==> config.mk <==
export PLATFORM = sky130hd
export DESIGN_NAME = jump_hazard_ctrl
export DESIGN_NICKNAME = d
export VERILOG_FILES = /design/src/rtl/jump_hazard_ctrl.sv
export SDC_FILE = /design/constraint.sdc
export NUM_CORES = 1
export LEC_CHECK = 0
export ABC_AREA = 1
export CAP_MARGIN = 20
export CORE_UTILIZATION = 35
export CTS_BUF_LIST = sky130_fd_sc_hd__clkbuf_4 sky130_fd_sc_hd__clkbuf_8
export DETAILED_ROUTE_END_ITERATION = 8
export GPL_TIMING_DRIVEN = 0
export PLACE_DENSITY = 0.63
export SYNTH_ARGS = -nofsm -noshare
export SYNTH_HDL_FRONTEND = slang
export SYNTH_SLANG_ARGS = --single-unit
==> constraint.sdc <==
create_clock -name clk -period 2.3 [get_ports clk]
set_input_delay 0.46 -clock clk [delete_from_list [all_inputs] [get_ports clk]]
set_output_delay 0.46 -clock clk [all_outputs]
set_load 0.03 [all_outputs]
==> src/rtl/jump_hazard_ctrl.sv <==
// ID-stage hazard detection for JR/branch operands: stall generation, forward selection,
// stall bookkeeping and a sticky timeout on long stall runs.
module jump_hazard_ctrl #(
  parameter int unsigned NSRC      = 2,
  parameter int unsigned AW        = 5,
  parameter int unsigned CW        = 16,
  parameter int unsigned MAX_STALL = 15
) (
  input  logic               clk,
  input  logic               rst,
  input  logic               id_valid,
  input  logic [NSRC*AW-1:0] id_src,
  input  logic [NSRC-1:0]    id_src_use,
  input  logic               ex_regwrite,
  input  logic [AW-1:0]      ex_rd,
  input  logic               mem_regwrite,
  input  logic               mem_memread,
  input  logic [AW-1:0]      mem_rd,
  input  logic               mem_wait,
  input  logic               wb_regwrite,
  input  logic [AW-1:0]      wb_rd,
  input  logic               pipe_hold,
  output logic [2*NSRC-1:0]  fwd_sel,
  output logic               stall,
  output logic               id_go,
  output logic               stall_busy,
  output logic [CW-1:0]      stall_cnt,
  output logic               timeout
);

  typedef enum logic [0:0] {StRun, StStall} state_e;

  localparam logic [CW-1:0] CntMax     = '1;
  localparam logic [CW-1:0] MaxStallC  = CW'(MAX_STALL);
  localparam logic [CW-1:0] MaxStallM1 = CW'(MAX_STALL - 1);

  state_e        state_q, state_d;
  logic [CW-1:0] cnt_q, cnt_d;
  logic [CW-1:0] run_q, run_d;
  logic          timeout_q, timeout_d;

  logic [NSRC-1:0] ex_haz, mem_haz;
  logic            mem_pending, mem_fwd_ok;

  // A load, or any write still waiting on memory, has no final value to forward yet.
  assign mem_pending = mem_memread | (mem_wait & mem_regwrite);
  assign mem_fwd_ok  = mem_regwrite & ~mem_memread & ~mem_wait;

  always_comb begin
    ex_haz  = '0;
    mem_haz = '0;
    fwd_sel = '0;
    for (int unsigned i = 0; i < NSRC; i++) begin
      logic [AW-1:0] src;
      logic          act;
      src = id_src[i*AW +: AW];
      act = id_valid & id_src_use[i] & (src != '0);
      ex_haz[i]  = act & ex_regwrite & (ex_rd == src);
      mem_haz[i] = act & mem_pending & (mem_rd == src);
      // Forward select is reported even when an EX hazard stalls the source.
      if (act && mem_fwd_ok && (mem_rd == src)) begin
        fwd_sel[2*i +: 2] = 2'b01;
      end else if (act && wb_regwrite && (wb_rd == src)) begin
        fwd_sel[2*i +: 2] = 2'b10;
      end
    end
  end

  assign stall = |(ex_haz | mem_haz);
  assign id_go = id_valid & ~stall & ~pipe_hold;

  always_comb begin
    state_d   = state_q;
    cnt_d     = cnt_q;
    run_d     = run_q;
    timeout_d = timeout_q;
    if (!pipe_hold) begin
      state_d = stall ? StStall : StRun;
      if (stall) begin
        if (cnt_q != CntMax)     cnt_d     = cnt_q + 1'b1;
        if (run_q != MaxStallC)  run_d     = run_q + 1'b1;
        if (run_q == MaxStallM1) timeout_d = 1'b1;
      end else begin
        run_d = '0;
      end
    end
  end

  always_ff @(posedge clk) begin
    if (rst) begin
      state_q   <= StRun;
      cnt_q     <= '0;
      run_q     <= '0;
      timeout_q <= 1'b0;
    end else begin
      state_q   <= state_d;
      cnt_q     <= cnt_d;
      run_q     <= run_d;
      timeout_q <= timeout_d;
    end
  end

  assign stall_busy = (state_q == StStall);
  assign stall_cnt  = cnt_q;
  assign timeout    = timeout_q;

endmodule
==> key figures <==
Run status
  – Status: completed

Timing
  – Fin. max-slew vios: 0
  – Tcrit/Tclk final: 98.99%
  – Hold_ws: 457.1 ps
  – Min Tclk post-route: 2277 ps
  – Clock skew: between 5 and 6 ps
  – Fin. Hold Viols: 0
  – Slew HR: 66.70%
  – Achievable frequency: 0.4392 GHz
  – Worst-margin pin slew: approximately 500 ps
  – Accumulated negative setup slack: 0 ps
  – RSZ-0062 raised after global routing: yes
  – Final setup viols: 0
  – Worst setup margin: 23.28 ps

Synth
  – Syn Std Cell Area: 2715 µm²
  – Sequential-to-total area share from yosys stat: 25.07%
  – Area fraction of the dominant cell type after synthesis: 25.07%
  – #FFs+latches synth: 34
  – Synth area leaders: dfxtp_1 25%, nand2_1 20%, inv_1 11%
  – Async S/R FF share, synth: 0%
  – Synthesized instance count: 473
  – Yosys Warn Count: 0
  – Most instantiated library cell after synthesis: nand2_1
  – Library cells used by synthesis: 29
  – Post-synth top flop: dfxtp_1
  – Number of synthesized flops with an enable pin: 0
  – Syn Area/Cell: 5.740 µm²
  – Syn Nets: between 500 and 600
  – Synth cell count leaders: 142 x nand2_1, 80 x inv_1, 67 x nor2_1
  – Synth area leader: dfxtp_1

Detailed routing
  – Vias post-DR: between 3,000 and 4,000
  – DR WL/cell: 11.28 µm
  – Detail Route Antenna Nets: 0
  – DRT iter0 DRCs: 135
  – DRT Pass-1 Iters: 4
  – Post-Route WL: 7219 µm
  – Number of vias per cell: 4.738
  – # DRC: 0

Floorplanning
  – I/O pin total: 60
  – Chip height: 90.08 µm
  – Row cnt: 31
  – Starting Density: 36.84%
  – Die area: 8114 µm²
  – Die width: approximately 90 µm
  – Core outline area: roughly 7400 µm²

CTS
  – Clk pin slew, worst setup/hold paths: 70 ps
  – Clk_lat worst skew: about 280 ps
  – Bufs on Longest Clock Path: 2
  – Clock root cell: clkbuf_8
  – Htree depth: 2
  – Num CTS Buffers: 5
  – CTS sink cnt: 34
  – CTS tree: built

Hold path
  – Hold Path Class: reg2reg

Finish
  – Diode count: 0
  – Layout cells sized above 1: 11.09%
  – Final net count: between 500 and 600
  – Non-Filler Instances: 640
  – Fillers: 805
  – Synth-to-Final Area Change: 30.65%

Pwr
  – PwrDens: 353.4 nW/µm²
  – Leak Pwr: 1.716 nW
  – Max VDD drop: 0.3964 mV
  – Pwr Total: 0.001253 W

Flow run
  – Maxcap violations: 0

GRT
  – First-pass GRT wire length: 12,080 µm
  – Pin count of the biggest net entering global routing: 12
  – GRT overflow: 0
  – Tot GR Track Use: about 18%
  – Vias in the first global route: ~2,700
  – Initial antenna violation count: 0

Worst setup path
  – WS Path Type: in2out
  – WP data required: 1840 ps
  – Critical Path Fanout Max: 5
  – WP data arrival: 1820 ps
  – Crit end category: output port
  – Startpoint types: primary input

Placement
  – DP Worst Slack: -1095 ps
  – I/O Buffers: 58
  – Placed insts: 630
  – Routability Congestion: a little under 0.9
  – DP HPWL: 5484 µm
[cells by family (layout without fill, tap and decap cells)]
kind of cell	Yosys count	count (layout)	synth area share (%)
simple gates	287	288	46.08
buf+inv	99	166	14.52
flops	34	34	25.07
compound gates	28	28	5.852
xor+xnor	22	22	7.097
fa+ha+maj	3	3	1.383
[metrics by stage]
| stage | utilization [%] | area [µm²] |
|---|---|---|
| after floorplan | - | 2728 |
| after global placement | 46.57 | 3432 |
| after detailed placement | 46.57 | 3432 |
| after CTS | 48.06 | 3542 |
| after global routing | 48.13 | 3547 |
| final | 48.13 | 3547 |
[cell usage in the layout, fill, tap and decap left out, drive strengths merged, types with 3 or more instances in the layout]
cell type	n
nand4	19
o21ai	3
clkdlybuf4s50	28
dfxtp	34
dlygate4sd2	9
nor2	70
inv	87
nor3	9
xor2	14
clkinv	4
xnor2	8
a21oi	21
dlymetal6s2s	8
ha	3
nand3	36
nor4	6
buf	12
clkbuf	17
nand2	147
[layout make-up]
cell class                      instances  area [µm²]  area share, %
Clock inverter                          2       10.01         0.2822
Buffer                                  9       60.06          1.693
Sequential cell                        34       680.7          19.19
Inverter                               89       336.6          9.489
Timing Repair Buffer                   61       561.8          15.84
Multi-Input combinational cell        341        1705          48.08
Tap cell                               99       123.9          3.492
Clock buffer                            5       68.82          1.940
[power breakdown]
group,switching (W),leakage (nW),total [W],internal (W)
clock network,0.000226,0.0438,0.000429,0.000203
logic,0.000133,1.40,0.000229,0.0000960
registers,0.00000380,0.274,0.000595,0.000591
[metal layers]
layer	GRT usage [%]	vias to the layer above	routed length, µm	part of all wire (%)
met4	3.495	0	51	0.71
met3	3.723	6	320	4.4
met5	0	-	0	0
li1	-	1600	-	-
met1	23.32	1357	3462	48
met2	29.58	69	3385	47
[registers in the layout, summed over array words and instances, names as in the netlist]
| signal | cells |
|---|---|
| run_q | 16 |
| stall_cnt | 16 |
| stall_busy | 1 |
| timeout | 1 |
[worst max-delay path: stages]
cell and delay (ps):
clkdlybuf4s50_1 450, inv_1 50, a21oi_1 130, nand2_1 80, nor2_1 80, nand3_1 100
nand2_2 120, inv_4 50, nand2_4 80, nor2_1 40, buf_4 160
[what timing repair did]
action / in CTS / in global routing
endpoints found under the setup margin: 6 / 6
cloned: 1 / 0
hold buffers: 0 / 0
pin swaps: 5 / 8
setup buffers: 3 / 0
resized for setup: 60 / 36
[path summary, 6_finish.rpt]
check             slack (ps)    startpoint      endpoint  cells past startpoint
setup / recovery          20   ex_regwrite         id_go                     11
hold / removal           460       timeout       timeout                      2
setup reg to reg         290  stall_cnt[1]  stall_cnt[3]                     10
hold reg to reg          460       timeout       timeout                      2
Power figures use the tool's default switching activity.
